==> config.mk <==
export PLATFORM = sky130hd
export DESIGN_NAME = shift_seq_register
export DESIGN_NICKNAME = d
export VERILOG_FILES = /design/src/rtl/shift_pkg.sv /design/src/rtl/shift_step_unit.sv /design/src/rtl/shift_seq_register.sv
export SDC_FILE = /design/constraint.sdc
export NUM_CORES = 1
export LEC_CHECK = 0
export ABC_AREA = 1
export ABC_CLOCK_PERIOD_IN_PS = 3000
export CAP_MARGIN = 10
export CORE_MARGIN = 4
export CORE_UTILIZATION = 55
export DETAILED_ROUTE_END_ITERATION = 7
export HOLD_SLACK_MARGIN = 0.12
export PLACE_DENSITY = 0.83
export SKIP_CTS_REPAIR_TIMING = 1
export SLEW_MARGIN = 10
export SYNTH_ARGS = -nofsm -noshare
export SYNTH_HDL_FRONTEND = slang
export SYNTH_SLANG_ARGS = --single-unit
==> constraint.sdc <==
create_clock -name i_clk -period 3 [get_ports i_clk]
set_input_delay 0.3 -clock i_clk [delete_from_list [all_inputs] [get_ports i_clk]]
set_output_delay 0.3 -clock i_clk [all_outputs]
set_load 0.1 [all_outputs]
==> src/rtl/shift_pkg.sv <==
// Shared types for the sequenced shift register: FSM states, fill/rotate modes, shift direction.
package shift_pkg;

  typedef enum logic [1:0] {
    IDLE  = 2'b00,
    SHIFT = 2'b01,
    DONE  = 2'b10
  } state_e;

  typedef enum logic [1:0] {
    MODE_LOG = 2'b00,
    MODE_ARI = 2'b01,
    MODE_ROT = 2'b10,
    MODE_SER = 2'b11
  } mode_e;

  localparam logic DIR_L = 1'b0;
  localparam logic DIR_R = 1'b1;

endpackage

==> src/rtl/shift_step_unit.sv <==
// Combinational single-step shifter: moves a WIDTH-bit word by k bits (0..STEP)
// and reports the last bit that left the word.
module shift_step_unit
  import shift_pkg::*;
#(
  parameter int WIDTH = 16,
  parameter int AMT_W = $clog2(WIDTH + 1)
) (
  input  logic [WIDTH-1:0] word,
  input  logic [AMT_W-1:0] k,
  input  logic             dir,
  input  mode_e            mode,
  input  logic             sin,
  output logic [WIDTH-1:0] word_nxt,
  output logic             bit_out
);

  localparam logic [AMT_W-1:0] WIDTH_C = AMT_W'(WIDTH);

  logic [AMT_W-1:0] k_inv;
  logic [WIDTH-1:0] shl, shr, wrap_l, wrap_r, lmask, rmask;

  // wrap_l/wrap_r are the bits that fall off each end, realigned to the opposite end
  always_comb begin
    k_inv  = WIDTH_C - k;
    shl    = word << k;
    shr    = word >> k;
    wrap_l = word >> k_inv;
    wrap_r = word << k_inv;
    lmask  = ~({WIDTH{1'b1}} << k);
    rmask  = ~({WIDTH{1'b1}} >> k);

    word_nxt = shl;
    bit_out  = 1'b0;
    if (dir == DIR_L) begin
      bit_out = wrap_l[0];
      case (mode)
        MODE_ROT: word_nxt = shl | wrap_l;
        MODE_SER: word_nxt = shl | (sin ? lmask : '0);
        default:  word_nxt = shl;
      endcase
    end else begin
      bit_out = wrap_r[WIDTH-1];
      case (mode)
        MODE_ROT: word_nxt = shr | wrap_r;
        MODE_ARI: word_nxt = shr | (word[WIDTH-1] ? rmask : '0);
        MODE_SER: word_nxt = shr | (sin ? rmask : '0);
        default:  word_nxt = shr;
      endcase
    end
  end

endmodule

==> src/rtl/shift_seq_register.sv <==
// Parallel-load register with a multi-cycle shift sequence (STEP bits per clock) and start/busy/done handshake.
// Optional SHIFT_SEQ_PARITY_EN adds a registered even-parity output o_parity.
module shift_seq_register
  import shift_pkg::*;
#(
  parameter int WIDTH = 16,
  parameter int STEP  = 1,
  parameter int AMT_W = $clog2(WIDTH + 1)
) (
  input  logic             i_clk,
  input  logic             i_rst_n,
  input  logic             i_load,
  input  logic [WIDTH-1:0] din,
  input  logic             i_start,
  input  logic [AMT_W-1:0] i_amt,
  input  logic             i_dir,
  input  logic [1:0]       i_mode,
  input  logic             i_sin,
  output logic [WIDTH-1:0] dout,
  output logic             o_sout,
  output logic             o_busy,
  output logic             o_done
`ifdef SHIFT_SEQ_PARITY_EN
  ,
  output logic             o_parity
`endif
);

  localparam logic [AMT_W-1:0] WIDTH_C = AMT_W'(WIDTH);
  localparam logic [AMT_W-1:0] STEP_C  = AMT_W'(STEP);

  state_e           state_q, state_d;
  logic [WIDTH-1:0] dout_q, dout_d, step_word;
  logic             sout_q, sout_d, step_bit;
  logic [AMT_W-1:0] rem_q, rem_d, k, n_req;
  logic             dir_q, dir_d;
  mode_e            mode_q, mode_d;

  shift_step_unit #(.WIDTH(WIDTH), .AMT_W(AMT_W)) u_step (
    .word     (dout_q),
    .k        (k),
    .dir      (dir_q),
    .mode     (mode_q),
    .sin      (i_sin),
    .word_nxt (step_word),
    .bit_out  (step_bit)
  );

  always_comb begin
    k     = (rem_q > STEP_C) ? STEP_C : rem_q;
    n_req = (i_amt > WIDTH_C) ? WIDTH_C : i_amt;

    state_d = state_q;
    dout_d  = dout_q;
    sout_d  = sout_q;
    rem_d   = rem_q;
    dir_d   = dir_q;
    mode_d  = mode_q;

    case (state_q)
      IDLE: begin
        if (i_load) begin
          dout_d = din;
        end else if (i_start) begin
          dir_d   = i_dir;
          mode_d  = mode_e'(i_mode);
          rem_d   = n_req;
          state_d = (n_req == '0) ? DONE : SHIFT;
        end
      end
      SHIFT: begin
        // a load mid-sequence abandons the shift without a done pulse
        if (i_load) begin
          dout_d  = din;
          rem_d   = '0;
          state_d = IDLE;
        end else begin
          dout_d = step_word;
          sout_d = step_bit;
          rem_d  = rem_q - k;
          if (rem_q == k) state_d = DONE;
        end
      end
      default: begin
        if (i_load) dout_d = din;
        state_d = IDLE;
      end
    endcase
  end

  always_ff @(posedge i_clk or negedge i_rst_n) begin
    if (!i_rst_n) begin
      state_q <= IDLE;
      dout_q  <= '0;
      sout_q  <= 1'b0;
      rem_q   <= '0;
      dir_q   <= DIR_L;
      mode_q  <= MODE_LOG;
    end else begin
      state_q <= state_d;
      dout_q  <= dout_d;
      sout_q  <= sout_d;
      rem_q   <= rem_d;
      dir_q   <= dir_d;
      mode_q  <= mode_d;
    end
  end

`ifdef SHIFT_SEQ_PARITY_EN
  logic parity_q;
  always_ff @(posedge i_clk or negedge i_rst_n) begin
    if (!i_rst_n) parity_q <= 1'b0;
    else          parity_q <= ^dout_d;
  end
  assign o_parity = parity_q;
`endif

  assign dout   = dout_q;
  assign o_sout = sout_q;
  assign o_busy = (state_q == SHIFT);
  assign o_done = (state_q == DONE);

endmodule

==> results.toml, run 1 <==
[grt]
grt_start_max_net_pins = 34
grt_util_all_layers_pct = 34.4
top_usage_layer = "met2"
grt_use_met2_pct = 56.6
via_count_of_the_first_global_routing_pass = 3553
antenna_found_initial = 0
met3_usage_pct = 3.80
met1_routing_resource_usage_after_global_routing_pct = 45.2
grt_pass1_wl_mm = 17.6
grt_overflow_total = 0

[yosys]
yosysWarningCount = 0
post_synthesis_area_per_instance_sq_um = 5.74
post_synth_edffs = 0
seq_area_frac_synth_pct = 22.4
synth.top_cell.area_share_pct = 22.4
synth_seq_cells = 27
synth_top_flop_cell = "dfrtp_1"
yosysUniqueCellTypes = 40
synthesis.instances = 526
synth.top_cells.by_area = "dfrtp_1, nand2_1, nand3_1"
synth_area_sq_mm = 0.00302
synth_async_sr_flop_share_pct = 100
yosysTopAreaCell = "dfrtp_1"

[critical_path]
setup.worst_path.class = "reg2reg"
cp.required_ns = 3.19
worst_setup_sp_type = "flop"
cp_cell_sequence = "nor2_4 > nand3_4 > inv_4 > ha_1 > inv_1 > ha_2 > clkinv_1 > buf_4 > nand3_1 > nand2_1 > nand2_1 > nand4_1 > nand2_1 > nand2_1 > nand2_1"
endpoint_kind = "flop"
worstPathArrival_ns = 2.87
timing.critical_path.slowest_cell_delay_ns = 0.45
critical-path-slowest-cell = "dfrtp_1"
timing.critical_path.fanout_max = 13
critical_path.most_common_cell = "nand2_1"

[clock_network]
cts.clk_slew.worst_paths_ns = 0.11
cts.sink_count = 27
cts-root-buf = "clkbuf_8"
clock_latency_late_sink_ns = 0.29
htree_levels = 1
cts_tree = "built"
bufs_on_longest_clock_path = 2
cts_buffers = 3

[place]
placement.io_buffers = 47
dpl_worst_slack_ns = 0.274
globalplace.congestion = 1.05
post_dp_cell_area_sq_mm = 0.00351
hpwlAfterDp_mm = 8.40
place_inst = 633

[timing]
holdWs_ns = 0.383
timing.final.max_slew_violations = 0
worst-slew-pin-transition_ns = 0.796
tns_ns = 0
finalCriticalPeriod_ns = 2.68
fin_skew_ns = 0.00855
clock.fmax_mhz = 373
timing.final.setup_violations = 0
slew_headroom_pct = 46.9
report.final.hold_viol_count = 0
unrepaired_setup_endpoints_after_global_routing = "false"
postLayoutSetupSlackWorst_ns = 0.319
timing.final.crit_share_pct = 89.4

[floorplanning]
initial_core_utilization_pct = 58.0
die_y_um = 82.1
ioPinCount = 48
die_width_um = 82.1
core_region_area_sq_mm = 0.00520
fp.dieArea_sq_mm = 0.00674
rows = 26

[drt]
route.detailed.wl_per_inst_um = 17.2
drtPass1Iterations = 5
via_count = 3827
detail_route.vias_per_cell = 6.01
drt_wl_total_mm = 11.0
drt_drc_violations_left = 0
ant_nets = 0
drt_first_iter_violations = 644

[layout]
finish.net_count = 601
layout.cells.non_filler = 637
most_common_cell_after_layout_fill_and_taps_aside = "nand2_1"
final_cell_mix = "nand2_1, nand3_1, inv_1"
stdcell_area_sq_mm = 0.00356
proportion_of_layout_cells_with_a_drive_suffix_above_1_pct = 11.5
layout-area-overhead-vs-synth_pct = 18.0
insertedDiodeCount = 0
n_fill_cell = 501
fin_util_pct = 68.4

[power_and_ir_drop]
p_total_mw = 2.95
leakagePower_nw = 1.76
irDropWorstVdd_mv = 0.560
power.internal_mw = 1.13
power_per_cell_area_mw_per_mm2 = 828
net_switching_component_of_the_power_mw = 1.82
power.sequential.fraction_pct = 20.1
clkPwrFrac_pct = 7.7
power.switching_fraction_pct = 61.6
power.combinational.fraction_pct = 72.2

[hold_path]
hold_path.class = "in2async"

[run]
max-cap-violations = 0

[status]
status = "finished, final reports clean"
-- metal layers --
metal | wire length [um] | vias to the layer above
li1 | - | 1810
met1 | 4470 | 1691
met2 | 4860 | 265
met3 | 1050 | 61
met4 | 597 | 0
met5 | 0 | -
-- cell type report --
| cell class | count | area (sq um) | share of cell area (%) |
|---|---|---|---|
| timing repair buffer | 61 | 528 | 14.8 |
| clock inverter | 1 | 5.00 | 0.140 |
| inverter | 59 | 224 | 6.29 |
| sequential | 27 | 676 | 19.0 |
| tap | 70 | 87.6 | 2.46 |
| clock buffer | 3 | 41.3 | 1.16 |
| multi-input combinational | 416 | 2000 | 56.2 |
-- power by group through the flow --
stage / logic, mW / clock network [mW] / registers (mW)
floorplan: 1.21 / 0 / 0.933
global placement: 2.07 / 0 / 0.590
detailed placement: 2.08 / 0 / 0.592
CTS: 2.08 / 0.219 / 0.587
global route: 2.30 / 0.233 / 0.606
finish: 2.13 / 0.226 / 0.593
-- cell usage after synthesis (3+ instances only) --
cell type	count
dfrtp_1	27
buf_6	3
o211ai_1	6
clkbuf_1	16
nand2_1	170
inv_1	50
nand4_1	13
o21ai_0	24
a21oi_1	21
a21oi_2	4
ha_1	4
nor2_2	3
a31oi_1	4
nand2_2	5
nand3_1	94
o21ai_1	9
buf_2	4
nor2_1	35
a22oi_1	4
inv_2	6
-- registers in the layout, indices dropped and copies added (netlist names) --
register / flops
dir_q: 1
dout: 16
mode_q: 2
o_sout: 1
rem_q: 5
state_q: 2
-- path summary, 6_finish.rpt --
check	depth (start not counted)	endpoint	start	slack, ns
worst max-delay path	15	dout[15]	rem_q[3]	0.32
worst min-delay path	2	dout[9]	i_rst_n	0.38
worst max register to register	15	dout[15]	rem_q[3]	0.32
worst min register to register	2	o_sout	o_sout	0.54
max in group asynchronous	2	dout[15]	i_rst_n	2.35
min in group i_clk	2	o_sout	o_sout	0.54
-- kinds of logic after synthesis --
group	after synthesis	share of synthesized area, %
AO/OA/AOI/OAI	79	15.5
flip-flops	27	22.4
other	2	0.249
multiplexers	1	0.332
AND/OR/NAND/NOR	328	48.1
XOR/XNOR	1	0.290
buffers and inverters	84	11.6
adder cells (fa/ha/maj)	4	1.66
-- worst max-delay path, delay by kind of cell (launching register included) --
kind	cells	cell delay, ns
AND/OR/NAND/NOR	9	0.93
buffers and inverters	4	0.55
adder cells (fa/ha/maj)	2	0.63
flip-flops	1	0.45
(Power assumes the default switching activity.)
==> inputs of run 2 (changes only) <==
--- a/config.mk
+++ b/config.mk
@@ -11,10 +11,12 @@
 export CORE_MARGIN = 4
 export CORE_UTILIZATION = 55
 export DETAILED_ROUTE_END_ITERATION = 7
+export GPL_ROUTABILITY_DRIVEN = 1
 export HOLD_SLACK_MARGIN = 0.12
 export PLACE_DENSITY = 0.83
 export SKIP_CTS_REPAIR_TIMING = 1
-export SLEW_MARGIN = 10
+export SLEW_MARGIN = 40
 export SYNTH_ARGS = -nofsm -noshare
 export SYNTH_HDL_FRONTEND = slang
 export SYNTH_SLANG_ARGS = --single-unit
+export TNS_END_PERCENT = 10
==> results of run 2 <==
Same layout as run 1: the final DEF is identical, and so are final timing and power.
==> inputs of run 3 (changes only) <==
--- a/config.mk
+++ b/config.mk
@@ -6,7 +6,6 @@
 export NUM_CORES = 1
 export LEC_CHECK = 0
 export ABC_AREA = 1
-export ABC_CLOCK_PERIOD_IN_PS = 3000
 export CAP_MARGIN = 10
 export CORE_MARGIN = 4
 export CORE_UTILIZATION = 55
@@ -14,6 +13,7 @@
 export GPL_ROUTABILITY_DRIVEN = 1
 export HOLD_SLACK_MARGIN = 0.12
 export PLACE_DENSITY = 0.83
+export SETUP_SLACK_MARGIN = 0.4
 export SKIP_CTS_REPAIR_TIMING = 1
 export SLEW_MARGIN = 40
 export SYNTH_ARGS = -nofsm -noshare
==> run 3 against run 2 <==
Utilization increased by 0.91 points. Via count increased by 1.9%. Count of clock-buffer cells in the layout unchanged. Sequential share of layout area decreased by 0.25 points. Maximum frequency increased by 7.3%. Cell area increased by 1.3%. Largest cell class unchanged. First-iteration DRC count increased by 0.47%. Critical path depth decreased by 3. Clock power decreased by 3%. Flip-flop and latch count unchanged. Power increased by 2.0%.
==> results.toml, run 3 (synthesis gave the netlist of run 1 again) <==
[floorplanning]
die_y_um = 82.1
fp.dieArea_sq_mm = 0.00674
die_width_um = 82.1
ioPinCount = 48
core_region_area_sq_mm = 0.00520
initial_core_utilization_pct = 58.0
rows = 26

[layout]
insertedDiodeCount = 0
stdcell_area_sq_mm = 0.00361
finish.net_count = 605
final_cell_mix = "nand2_1, nand3_1, inv_1"
proportion_of_layout_cells_with_a_drive_suffix_above_1_pct = 12.4
layout.cells.non_filler = 641
fin_util_pct = 69.4
most_common_cell_after_layout_fill_and_taps_aside = "nand2_1"
largest_register_ff_count = 16
layout-area-overhead-vs-synth_pct = 19.6

[critical_path]
worst_setup_sp_type = "flop"
worstPathArrival_ns = 2.72
timing.critical_path.slowest_cell_delay_ns = 0.45
timing.critical_path.fanout_max = 13
cp_num_buf_inv = 4
critical-path-slowest-cell = "dfrtp_1"
timing.reg2reg.setup_slack_ns = 0.50
cp_cell_sequence = "nor2_4 > nand3_4 > inv_4 > ha_1 > inv_1 > ha_4 > clkinvlp_4 > buf_4 > a21oi_1 > o21ai_0 > nand3_1 > nand3_1"
cp.required_ns = 3.22
setup.worst_path.class = "reg2reg"
endpoint_kind = "flop"
critical_path.most_common_cell = "nand3_1"
timing.critical_path.max_delay_family = "adder cells"

[drt]
ant_nets = 0
drt_first_iter_violations = 647
via_count = 3898
drt_drc_violations_left = 0
drtPass1Iterations = 5
route.detailed.wl_per_inst_um = 17.5
detail_route.vias_per_cell = 6.08
drt_wl_total_mm = 11.2

[grt]
antenna_found_initial = 0
grt_start_max_net_pins = 34
via_count_of_the_first_global_routing_pass = 3553
grt_overflow_total = 0
grt_util_all_layers_pct = 34.4
grt_pass1_wl_mm = 17.6

[status]
status = "finished, final reports clean"

[place]
post_dp_cell_area_sq_mm = 0.00351
place_inst = 633
dpl_worst_slack_ns = 0.274
globalplace.congestion = 1.05
hpwlAfterDp_mm = 8.40
placement.io_buffers = 47

[timing]
timing.final.setup_violations = 0
worst-slew-pin-transition_ns = 0.833
clock.fmax_mhz = 400
tns_ns = 0
fin_skew_ns = 0.00621
timing.final.crit_share_pct = 83.2
unrepaired_setup_endpoints_after_global_routing = "true"
timing.final.max_slew_violations = 0
postLayoutSetupSlackWorst_ns = 0.503
report.final.hold_viol_count = 0
holdWs_ns = 0.392
slew_headroom_pct = 44.4
finalCriticalPeriod_ns = 2.50

[power_and_ir_drop]
power_per_cell_area_mw_per_mm2 = 833
irDropWorstVdd_mv = 0.598
p_total_mw = 3.01
leakagePower_nw = 1.77

[clock_network]
cts.sink_count = 27
bufs_on_longest_clock_path = 2
cts_buffers = 3
htree_levels = 1
cts.clk_slew.worst_paths_ns = 0.10
cts_tree = "built"
clock_latency_late_sink_ns = 0.28
cts-root-buf = "clkbuf_8"

[run]
max-cap-violations = 0

[hold_path]
hold_path.class = "in2async"
[run 3: changes by cell type in the layout (fill, tap and decap cells not counted), sizes merged]
cell	delta
clkinvlp	+2
clkinv	-1
buf	+4
inv	-1
[run 3: worst reg2reg max path, stage by stage (launching register included)]
cell,delay (ns)
dfrtp_1,0.45
nor2_4,0.18
nand3_4,0.10
inv_4,0.06
ha_1,0.24
inv_1,0.12
ha_4,0.32
clkinvlp_4,0.15
buf_4,0.21
a21oi_1,0.10
o21ai_0,0.24
nand3_1,0.16
nand3_1,0.10
[run 3: cell type report]
| type | instances | area (sq um) |
|---|---|---|
| sequential | 27 | 676 |
| tap | 70 | 87.6 |
| fill | 490 | 1600 |
| clock buffer | 3 | 41.3 |
| multi-input combinational | 416 | 2010 |
| timing repair buffer | 65 | 558 |
| inverter | 59 | 231 |
| clock inverter | 1 | 5.00 |
[run 3: per-layer routing]
metal | part of all wire (%) | up-vias | routed length, um | track usage (%)
met1 | 40 | 1730 | 4470 | 45.2
met2 | 45 | 293 | 5000 | 56.6
met3 | 10 | 60 | 1140 | 3.80
li1 | - | 1815 | - | -
met4 | 5.4 | 0 | 602 | 15.6
met5 | 0 | - | 0 | 0
[run 3: path summary, 6_finish.rpt]
check,startpoint,endpoint,cells past startpoint
worst max-delay path,rem_q[3],dout[11],12
worst min-delay path,i_rst_n,dout[9],2
worst max register to register,rem_q[3],dout[11],12
worst min register to register,o_sout,o_sout,2
max in group asynchronous,i_rst_n,dout[12],2
min in group i_clk,o_sout,o_sout,2
[run 3: power breakdown]
group | leakage, nW | switching [mW] | internal (mW)
clock | 0.0255 | 0.125 | 0.0935
combinational | 1.42 | 1.58 | 0.614
sequential | 0.331 | 0.135 | 0.460
total | 1.77 | 1.84 | 1.17
